$ cat src/rtl/merge_rr_arbiter_pkg.sv
// merge_rr_arbiter_pkg: index-width helpers shared by index-producing merge blocks
package merge_rr_arbiter_pkg;
  function automatic int clog2(input int n);
    int r;
    r = 0;
    while ((1 << r) < n) r++;
    return r;
  endfunction
  function automatic int idx_w(input int n);
    return (clog2(n) < 1) ? 1 : clog2(n);
  endfunction
endpackage

$ cat src/rtl/merge_rr_arbiter_rr_priority_pick.sv
// rr_priority_pick: round-robin grant via double-width masked priority scan
module rr_priority_pick #(
  parameter int N = 2,
  parameter int PW = 1
) (
  input  logic [N-1:0]  req,
  input  logic [PW-1:0] ptr,
  output logic [N-1:0]  grant,
  output logic [PW-1:0] sel,
  output logic          any_valid
);
  logic [N-1:0] mask;
  logic [2*N-1:0] dbl;
  // keep only requests at or above ptr in the low half; full request set in the high half handles wrap
  always_comb begin
    mask = '0;
    for (int i = 0; i < N; i++) mask[i] = (i >= int'(ptr));
  end
  assign dbl = {req, req & mask};
  assign any_valid = |req;
  // lowest set bit of the double vector, folded back modulo N
  always_comb begin
    sel = '0;
    for (int i = 2*N-1; i >= 0; i--) if (dbl[i]) sel = PW'(i % N);
    grant = any_valid ? (N'(1) << sel) : '0;
  end
endmodule

$ cat src/rtl/merge_rr_arbiter.sv
// merge_rr_arbiter: fair round-robin N-to-1 merge with a one-slot registered output
module merge_rr_arbiter
  import merge_rr_arbiter_pkg::*;
#(
  parameter int INPUTS = 2,
  parameter int DATA_TYPE = 32,
  parameter int INDEX_TYPE = 1
) (
  input  logic                        clk,
  input  logic                        rst,
  input  logic [INPUTS*DATA_TYPE-1:0] ins,
  input  logic [INPUTS-1:0]           ins_valid,
  output logic [INPUTS-1:0]           ins_ready,
  output logic [DATA_TYPE-1:0]        outs,
  output logic [INDEX_TYPE-1:0]       index,
  output logic                        outs_valid,
  input  logic                        outs_ready
);
  localparam int PW = idx_w(INPUTS);
  logic full;
  logic [PW-1:0] ptr;
  logic [PW-1:0] sel;
  logic [DATA_TYPE-1:0] data_q;
  logic [INDEX_TYPE-1:0] idx_q;
  logic [INPUTS-1:0] grant;
  logic any_valid;
  logic accept;
  logic xfer;
  rr_priority_pick #(.N(INPUTS), .PW(PW)) pick (
    .req(ins_valid),
    .ptr(ptr),
    .grant(grant),
    .sel(sel),
    .any_valid(any_valid)
  );
  assign accept = !full | outs_ready;
  assign xfer = accept & any_valid;
  assign ins_ready = accept ? grant : '0;
  assign outs = data_q;
  assign index = idx_q;
  assign outs_valid = full;
  // load the winner on transfer, drain when the consumer takes the slot with nothing to refill
  always_ff @(posedge clk) begin
    if (rst) begin
      full <= 1'b0;
      ptr <= '0;
      data_q <= '0;
      idx_q <= '0;
    end else if (xfer) begin
      full <= 1'b1;
      data_q <= ins[int'(sel)*DATA_TYPE +: DATA_TYPE];
      idx_q <= INDEX_TYPE'(sel);
      ptr <= (sel == PW'(INPUTS-1)) ? '0 : sel + 1'b1;
    end else if (outs_ready) begin
      full <= 1'b0;
    end
  end
endmodule

$ cat config.mk
export PLATFORM = sky130hd
export DESIGN_NAME = merge_rr_arbiter
export DESIGN_NICKNAME = d
export VERILOG_FILES = /design/src/rtl/merge_rr_arbiter_pkg.sv /design/src/rtl/merge_rr_arbiter_rr_priority_pick.sv /design/src/rtl/merge_rr_arbiter.sv
export SDC_FILE = /design/constraint.sdc
export NUM_CORES = 1
export LEC_CHECK = 0
export BUFFER_PORTS_ARGS = -buffer_cell sky130_fd_sc_hd__buf_2
export CORE_MARGIN = 2
export CORE_UTILIZATION = 46
export CTS_CLUSTER_SIZE = 24
export DETAILED_ROUTE_END_ITERATION = 7
export PLACE_DENSITY = 0.84
export SYNTH_ARGS = -nofsm -noshare
export SYNTH_HDL_FRONTEND = slang
export SYNTH_SLANG_ARGS = --single-unit
$ cat constraint.sdc
create_clock -name clk -period 3.3 [get_ports clk]
set_input_delay 0.66 -clock clk [delete_from_list [all_inputs] [get_ports clk]]
set_output_delay 0.66 -clock clk [all_outputs]
set_load 0.01 [all_outputs]
==> results of run 1 <==
layout by cell type, fill, tap and decap left out, drive strengths merged:
cell type	Yosys	final
dfxtp	35	35
clkbuf	10	6
nand2b	2	2
clkinv	0	1
bufinv	0	1
nand2	1	1
nand3	33	33
nor2	2	2
a311oi	12	12
inv	3	3
a21oi	15	15
buf	18	109
a31oi	20	20
or2	1	1
nand4	20	20
o21ai	34	34
and2b	2	2
a21boi	1	1
metal layers:
metal,wire [um],track usage,vias to the layer above
li1,-,-,977
met1,2240,0.336,951
met2,2740,0.420,75
met3,337,0.0511,9
met4,96,0.125,0
met5,0,0,-
through the flow:
stage	hold WS (ns)	setup WS (ns)	area (sq um)	instances
2_1_floorplan	0.483	1.35	1760	209
3_3_place_gp	0.473	0.951	2220	338
3_5_place_dp	0.478	0.840	2220	338
4_1_cts	0.487	1.13	2340	346
5_1_grt	0.521	0.985	2340	346
6_report	0.486	1.14	2340	346
layout make-up:
type,instances,area (sq um),area share
Multi-Input combinational cell,143,888,0.380
Sequential cell,35,701,0.300
Timing Repair Buffer,109,558,0.239
Clock buffer,6,82.6,0.0354
Tap cell,48,60.1,0.0257
Clock inverter,2,35.0,0.0150
Inverter,3,11.3,0.00482
worst reg2reg max path, cell delays in order, from the launching register on:
cell and delay, ns:
dfxtp_1 0.34, and2b_1 0.16, buf_4 0.19, nor2_1 0.88, a311oi_2 0.23
cell families after synthesis:
logic type,share of synthesized area
AO/OA/AOI/OAI,0.308
AND/OR/NAND/NOR,0.195
flip-flops,0.398
buffers and inverters,0.0988
registers in the layout, indices dropped and copies added (netlist names):
| name | flops |
|---|---|
| outs | 32 |
| outs_valid | 1 |
| ptr | 1 |
| index | 1 |
path summary, 6_finish.rpt:
path | from | endpoint | slack (ns) | cells past startpoint
max | ins_valid[1] | outs[3] | 1.14 | 4
min | outs[23] | outs[23] | 0.49 | 2
max reg2reg | outs_valid | outs[3] | 1.33 | 4
min reg2reg | outs[23] | outs[23] | 0.49 | 2
power breakdown:
| part | total, W | switching, W | leakage (nW) | internal, W |
|---|---|---|---|---|
| Sequential | 0.000476 | 0.0000180 | 0.290 | 0.000458 |
| Combinational | 0.000236 | 0.000136 | 0.682 | 0.000100 |
| Clock | 0.000399 | 0.000154 | 0.0612 | 0.000244 |
==> impl_summary.log, run 1 <==
INFO  metric status = complete, no violations
INFO  metric starting_density_of_the_core = 0.481
INFO  metric grt_start_max_net_pins = 46
INFO  metric route.detailed.vias_per_inst = 5.82
INFO  metric path_clk_slew = about 0.070 ns
INFO  metric totalNegativeSetupSlack = 0 ns
INFO  metric p_total = 0.00111 W
INFO  metric hp-class = reg2reg
INFO  metric library_cell_with_the_highest_instance_count_after_synthesis = dfxtp_1
INFO  metric drc_errors = 0
INFO  metric arr_time_crit_path = ~2.3 ns
INFO  metric postRouteAntennaNets = 0
INFO  metric n_antenna_cell = 0
INFO  metric post_cts_resized = 0
INFO  metric cts.path.max_buffers = 2
INFO  metric mapped_nets = 278
INFO  metric critical_path_class = in2reg
INFO  metric core = 3660 sq um
INFO  metric ir_drop = ~350 uV
INFO  metric yosysUniqueCellTypes = 24
INFO  metric totalWireLength = ~5400 um
INFO  metric path_max_fanout = 24
INFO  metric die_width = 65.9 um
INFO  metric grt_usage = 0.262
INFO  metric floorplan.die.height = 65.9 um
INFO  metric unrepaired_setup_endpoints_after_global_routing = no
INFO  metric grt_antenna_before_repair = 0
INFO  metric rows = 22
INFO  metric report.final.setup_viol = 0
INFO  metric synth-edff-count = 0
INFO  metric detailed_place_hpwl = 3730 um
INFO  metric placement.io_buffers = 104
INFO  metric worstPathCellList = buf_2 -> nor2_4 -> nor2_1 -> a311oi_2
INFO  metric cp.buffers_inverters = 1
INFO  metric cts.htree.levels = 2
INFO  metric crit_path_top_delay_cell = nor2_1
INFO  metric ys_seq_elements = 35
INFO  metric area_growth = 32.7%
INFO  metric postCtsSetupBuffers = 0
INFO  metric globalRouteOverflowTotal = 0
INFO  metric synth_async_sr_flop_share = 0
INFO  metric clk-insertion-delay-late = 0.28 ns
INFO  metric num-fill-cells = 362
INFO  metric cp_data_required_time = about 3.4 ns
INFO  metric cp-start-kind = input pin
INFO  metric floorplan.die_area = 4340 sq um
INFO  metric syn_avg_cell_area = ~8.4 sq um
INFO  metric timing_worst_slew_pin_value = 1.12 ns
INFO  metric hold_buffers = 0
INFO  metric cts-buffers-inserted = 5
INFO  metric layout.core_utilization = 0.638
INFO  metric ctsRootBufferMaster = clkbuf_8
INFO  metric place_congestion = 0.846
INFO  metric slowest_delay = 0.88 ns
INFO  metric layout-drive-gt1-share = 0.436
INFO  metric yosys_most_used_dff = dfxtp_1
INFO  metric synth_top_area_cell = dfxtp_1
INFO  metric layout_min_cycle_time = ~2.2 ns
INFO  metric warnings_from_yosys = 0
INFO  metric critPathCaptureType = flop
INFO  metric final_min_period_over_clock_period = 0.654
INFO  metric achievable-frequency = 0.464 GHz
INFO  metric drt_first_pass_iters = 4
INFO  metric netlist_instances = around 210
INFO  metric layout.nets = 366
INFO  metric vias = 2012
INFO  metric grt_pass1_wl = 8750 um
INFO  metric grt_pass1_vias = 1914
INFO  metric total_leakage_power = 1.03 nW
INFO  metric synth.top_cell.area_share = 0.398
INFO  metric clkSinkCount = 35
INFO  metric timing.final.max_slew_violations = 0
INFO  metric tritoncts = yes
INFO  metric netlist_top_cells_count = dfxtp_1, nand3_1, o21ai_0
INFO  metric synth_sequential_area_ratio = 0.398
INFO  metric wl_per_cell = around 16 um
INFO  metric floorplan.io_pins = 105
INFO  metric p_per_area = ~480 nW/um^2
INFO  metric path_delay_family = simple AND/OR/NAND/NOR gates
INFO  metric max_transition_margin = 0.250
INFO  metric max_cap_violations = 0
INFO  metric yosys-top-cells-area = dfxtp_1, nand3_1, a311oi_2
INFO  metric netlist_area = 1760 sq um
INFO  metric clock_skew = 0.00625 ns
INFO  metric final-hold-violation-count = 0
INFO  metric dr.first_iter.drc_count = 248
No activity file was read; power rests on OpenSTA's default activity.
==> run 2, diff against run 1 <==
--- a/config.mk
+++ b/config.mk
@@ -7,10 +7,10 @@
 export LEC_CHECK = 0
 export BUFFER_PORTS_ARGS = -buffer_cell sky130_fd_sc_hd__buf_2
 export CORE_MARGIN = 2
-export CORE_UTILIZATION = 46
+export CORE_UTILIZATION = 39
 export CTS_CLUSTER_SIZE = 24
 export DETAILED_ROUTE_END_ITERATION = 7
-export PLACE_DENSITY = 0.84
+export PLACE_DENSITY = 0.76
 export SYNTH_ARGS = -nofsm -noshare
 export SYNTH_HDL_FRONTEND = slang
 export SYNTH_SLANG_ARGS = --single-unit
==> constraint.sdc (replaced) <==
create_clock -name clk -period 1.75 [get_ports clk]
set_input_delay 0.35 -clock clk [delete_from_list [all_inputs] [get_ports clk]]
set_output_delay 0.35 -clock clk [all_outputs]
set_load 0.01 [all_outputs]
==> impl_summary.log, run 2 (synthesized netlist as in run 1, its figures left out) <==
INFO  metric grt_pass1_vias = ~1900
INFO  metric grt_pass1_wl = 8810 um
INFO  metric grt_start_max_net_pins = 25
INFO  metric grt_usage = 0.220
INFO  metric ir_drop = 431 uV
INFO  metric hold_buffers = 0
INFO  metric num-fill-cells = 433
INFO  metric layout-drive-gt1-share = 0.448
INFO  metric path_clk_slew = 0.07 ns
INFO  metric final-hold-violation-count = 0
INFO  metric rows = 24
INFO  metric layout.nets = about 370
INFO  metric max_cap_violations = 0
INFO  metric p_per_area = approximately 840 nW/um^2
INFO  metric p_total = 0.00202 W
INFO  metric timing_worst_slew_pin_value = 0.446 ns
INFO  metric detailed_place_hpwl = 3950 um
INFO  metric totalWireLength = 5600 um
INFO  metric floorplan.die.height = 71.2 um
INFO  metric internal_power = 0.00143 W
INFO  metric register_to_register_setup_slack = 0.40 ns
INFO  metric critPathCaptureType = output port
INFO  metric starting_density_of_the_core = 0.404
INFO  metric report.final.setup_viol = 0
INFO  metric critical_path_class = reg2out
INFO  metric most-common-layout-cells = buf_2, dfxtp_1, nand3_1
INFO  metric total_leakage_power = 1.07 nW
INFO  metric drc_errors = 0
INFO  metric tritoncts = yes
INFO  metric arr_time_crit_path = 1.18 ns
INFO  metric netSwitchingFraction = 0.293
INFO  metric die_width = ~71 um
INFO  metric reg_power_frac = 0.444
INFO  metric largest_reg_flops = 32
INFO  metric placement.io_buffers = 104
INFO  metric hp-class = in2reg
INFO  metric floorplan.io_pins = around 110
INFO  metric layout_min_cycle_time = approximately 1.5 ns
INFO  metric grt_antenna_before_repair = 0
INFO  metric postRouteAntennaNets = 0
INFO  metric dr.first_iter.drc_count = roughly 160
INFO  metric clkPwrFrac = 0.325
INFO  metric postCtsSetupBuffers = 0
INFO  metric area_growth = 36.1%
INFO  metric cp-start-kind = flop
INFO  metric clk-insertion-delay-late = 0.29 ns
INFO  metric clock_skew = 0.00412 ns
INFO  metric share_comb_of_total_power = 0.232
INFO  metric p_sw = 0.000591 W
INFO  metric timing.final.max_slew_violations = 0
INFO  metric core = about 4400 sq um
INFO  metric max_transition_margin = 0.703
INFO  metric drt_first_pass_iters = 4
INFO  metric ctsRootBufferMaster = clkbuf_8
INFO  metric cts.path.max_buffers = 2
INFO  metric final_min_period_over_clock_period = 0.874
INFO  metric wl_per_cell = 15.6 um
INFO  metric place_congestion = between 0.8 and 0.9
INFO  metric vias = 2073
INFO  metric cts.htree.levels = 2
INFO  metric status = complete, no violations
INFO  metric globalRouteOverflowTotal = 0
INFO  metric cts-buffers-inserted = 5
INFO  metric unrepaired_setup_endpoints_after_global_routing = no
INFO  metric cp_data_required_time = 1.40 ns
INFO  metric path_max_fanout = 13
INFO  metric route.detailed.vias_per_inst = 5.79
INFO  metric n_antenna_cell = 0
INFO  metric post_cts_resized = 0
INFO  metric floorplan.die_area = 5070 sq um
INFO  metric totalNegativeSetupSlack = 0 ns
INFO  metric achievable-frequency = 0.654 GHz
INFO  metric layout_commonest_cell = buf_2
INFO  metric clkSinkCount = 35
[run 2: cell count changes in the layout (fill, tap and decap cells not counted)]
| cell | before | now |
|---|---|---|
| buf_4 | 5 | 12 |
| clkinv_2 | 1 | 0 |
| buf_12 | 0 | 1 |
| clkbuf_1 | 0 | 1 |
| clkbuf_8 | 6 | 7 |
| bufinv_16 | 1 | 0 |
[run 2: cell type report]
class	count	area, sq um	area share
clock buffer	8	100	0.0418
inverter	3	11.3	0.00470
multi-input combinational	143	888	0.371
sequential	35	701	0.292
tap	52	65.1	0.0272
timing repair buffer	117	631	0.263
[run 2: power by group through the flow]
stage	sequential (W)	combinational, W	clock (W)
detailed placement	0.000913	0.000468	0
global placement	0.000913	0.000459	0
CTS	0.000896	0.000469	0.000666
floorplan	0.000943	0.000245	0
finish	0.000896	0.000468	0.000656
global route	0.000903	0.000510	0.000697
[run 2: metal layers]
metal	part of all wire	routed length, um	global-route usage
met3	0.063	352	0.0527
met1	0.41	2270	0.265
met2	0.51	2830	0.369
met4	0.026	146	0.103
met5	0	0	0
[run 2: per-stage QoR]
stage               instance area, sq um   util  hold slack (ns)  setup slack (ns)  instances
finish                              2400  0.550            0.312             0.220        358
global placement                    2300  0.527            0.466             0.351        350
detailed placement                  2300  0.527            0.477             0.257        350
floorplan                           1760      -            0.483             0.418        209
CTS                                 2400  0.550            0.307             0.205        358
global route                        2400  0.550            0.315             0.145        358
[run 2: critical path, stage by stage, from the launching register on]
cell	delay, ns
dfxtp_1	0.38
nand2b_2	0.18
nand3_1	0.16
inv_1	0.04
buf_2	0.13
[run 2: path summary, 6_finish.rpt]
kind | startpoint | end | cells past startpoint
hold reg to reg | outs[17] | outs[17] | 2
setup / recovery | outs_valid | ins_ready[1] | 4
setup reg to reg | outs_valid | outs[0] | 4
hold / removal | ins[24] | outs[24] | 3
==> run 3, diff against run 2 <==
--- a/config.mk
+++ b/config.mk
@@ -6,11 +6,14 @@
 export NUM_CORES = 1
 export LEC_CHECK = 0
 export BUFFER_PORTS_ARGS = -buffer_cell sky130_fd_sc_hd__buf_2
+export CORE_ASPECT_RATIO = 0.9
 export CORE_MARGIN = 2
 export CORE_UTILIZATION = 39
+export CTS_CLUSTER_DIAMETER = 200
 export CTS_CLUSTER_SIZE = 24
 export DETAILED_ROUTE_END_ITERATION = 7
 export PLACE_DENSITY = 0.76
+export REMOVE_ABC_BUFFERS = 1
 export SYNTH_ARGS = -nofsm -noshare
 export SYNTH_HDL_FRONTEND = slang
 export SYNTH_SLANG_ARGS = --single-unit
==> impl_summary.log, run 3 (synthesized netlist as in run 1, its figures left out) <==
INFO  metric totalWireLength = about 5300 um
INFO  metric ctsRootBufferMaster = clkbuf_8
INFO  metric placement.io_buffers = around 100
INFO  metric floorplan.io_pins = 105
INFO  metric holdWs = 0.334 ns
INFO  metric ir_drop = 526 uV
INFO  metric n_antenna_cell = 0
INFO  metric worstPathCellList = buf_2 -> buf_4 -> a21boi_2 -> nand2_1 -> inv_1 -> buf_2
INFO  metric clkPwrFrac = 0.321
INFO  metric path_delay_family = buffers and inverters
INFO  metric final_min_period_over_clock_period = 0.858
INFO  metric layout.nets = between 300 and 400
INFO  metric layout_min_cycle_time = ~1.5 ns
INFO  metric critPathCaptureType = output port
INFO  metric p_total = 0.00199 W
INFO  metric largest_reg_flops = 32
INFO  metric netSwitchingFraction = 0.286
INFO  metric unrepaired_setup_endpoints_after_global_routing = no
INFO  metric layout.core_utilization = 0.542
INFO  metric total_leakage_power = 1.05 nW
INFO  metric area_growth = 35.7%
INFO  metric cts.htree.levels = 2
INFO  metric clock_skew = 0.00496 ns
INFO  metric cts-buffers-inserted = 5
INFO  metric globalRouteOverflowTotal = 0
INFO  metric route.detailed.vias_per_inst = around 5.5
INFO  metric drc_errors = 0
INFO  metric slowest_delay = 0.20 ns
INFO  metric tritoncts = yes
INFO  metric most-common-layout-cells = buf_2, dfxtp_1, nand3_1
INFO  metric report.final.setup_viol = 0
INFO  metric layout_commonest_cell = buf_2
INFO  metric timing_worst_slew_pin_value = 0.696 ns
INFO  metric grt_usage = 0.209
INFO  metric cp_data_required_time = around 1.4 ns
INFO  metric timing.final.max_slew_violations = 0
INFO  metric internal_power = 0.00142 W
INFO  metric postRouteAntennaNets = 0
INFO  metric path_clk_slew = 0.07 ns
INFO  metric grt_pass1_vias = approximately 1800
INFO  metric hold_buffers = 0
INFO  metric cts.path.max_buffers = 2
INFO  metric starting_density_of_the_core = 0.400
INFO  metric hp-class = in2reg
INFO  metric status = complete, no violations
INFO  metric p_per_area = 835 nW/um^2
INFO  metric layout-drive-gt1-share = 0.446
INFO  metric grt_antenna_before_repair = 0
INFO  metric max_transition_margin = 0.535
INFO  metric p_sw = between 0.0005 and 0.0006 W
INFO  metric finalNonFillerCells = 365
INFO  metric totalNegativeSetupSlack = 0 ns
INFO  metric grt_start_max_net_pins = 27
INFO  metric grt_pass1_wl = 8180 um
INFO  metric cp-start-kind = input pin
INFO  metric clk-insertion-delay-late = 0.28 ns
INFO  metric final-hold-violation-count = 0
INFO  metric core = roughly 4400 sq um
INFO  metric place_congestion = 0.822
INFO  metric floorplan.die.height = between 60 and 70 um
INFO  metric rows = 23
INFO  metric wl_per_cell = 14.4 um
INFO  metric drt_first_pass_iters = 4
INFO  metric crit_path_top_delay_cell = buf_4
INFO  metric post-place-cells = 357
INFO  metric cpMostUsedCell = buf_2
INFO  metric dr.first_iter.drc_count = 98
INFO  metric post_cts_resized = 1
INFO  metric postCtsSetupBuffers = 0
INFO  metric share_comb_of_total_power = 0.230
INFO  metric floorplan.die_area = 5070 sq um
INFO  metric path_max_fanout = 20
INFO  metric reg_power_frac = 0.449
INFO  metric die_width = 74.8 um
INFO  metric max_cap_violations = 0
INFO  metric arr_time_crit_path = approximately 1.2 ns
INFO  metric clkSinkCount = 35
INFO  metric detailed_place_hpwl = ~3700 um
INFO  metric critical_path_class = in2out
INFO  metric cp.buffers_inverters = 4
INFO  metric vias = 2016
INFO  metric achievable-frequency = 0.666 GHz
-- run 3: cell types whose count changed in the layout (fill, tap and decap cells not counted) --
cell / delta
nor2_2: +1
buf_4: -3
nor2_1: -1
-- run 3: per-stage QoR --
| stage | worst slack (ns) | instance area [sq um] |
|---|---|---|
| 5_1_grt | 0.171 | 2390 |
| 2_1_floorplan | -0.297 | 1600 |
| 4_1_cts | 0.252 | 2390 |
| 3_3_place_gp | -0.0623 | 2290 |
| 3_5_place_dp | -0.154 | 2290 |
| 6_report | 0.249 | 2390 |
-- run 3: power groups by stage --
stage	Sequential [W]	Combinational [W]	Clock, W
finish	0.000896	0.000458	0.000640
global route	0.000902	0.000506	0.000683
CTS	0.000896	0.000459	0.000661
detailed placement	0.000913	0.000459	0
global placement	0.000912	0.000451	0
floorplan	0.000943	0.000186	0
-- run 3: metal layers --
| layer | wire [um] | track usage | up-vias |
|---|---|---|---|
| met5 | 0 | 0 | - |
| met3 | 342 | 0.0537 | 4 |
| met4 | 27 | 0.0491 | 0 |
| met2 | 2520 | 0.344 | 70 |
| li1 | - | - | 985 |
| met1 | 2370 | 0.273 | 957 |
-- run 3: worst paths after layout --
kind / start / endpoint / slack, ns / depth (start not counted)
worst max-delay path: ins_valid[1] / ins_ready[0] / 0.25 / 6
worst min-delay path: ins[12] / outs[12] / 0.33 / 3
worst max register to register: outs_valid / outs[31] / 0.33 / 3
worst min register to register: outs[28] / outs[28] / 0.48 / 2
-- run 3: layout make-up --
| type | instances | area (sq um) |
|---|---|---|
| Inverter | 3 | 11.3 |
| Tap cell | 62 | 77.6 |
| Clock buffer | 8 | 100 |
| Timing Repair Buffer | 114 | 608 |
| Fill cell | 434 | 2010 |
| Multi-Input combinational cell | 143 | 891 |
| Sequential cell | 35 | 701 |
-- run 3: tightest hold or removal path: cells and delay by family --
family | cells | cell delay (ns)
AO/OA/AOI/OAI | 1 | 0.06
buffers and inverters | 1 | 0.09
AND/OR/NAND/NOR | 1 | 0.05
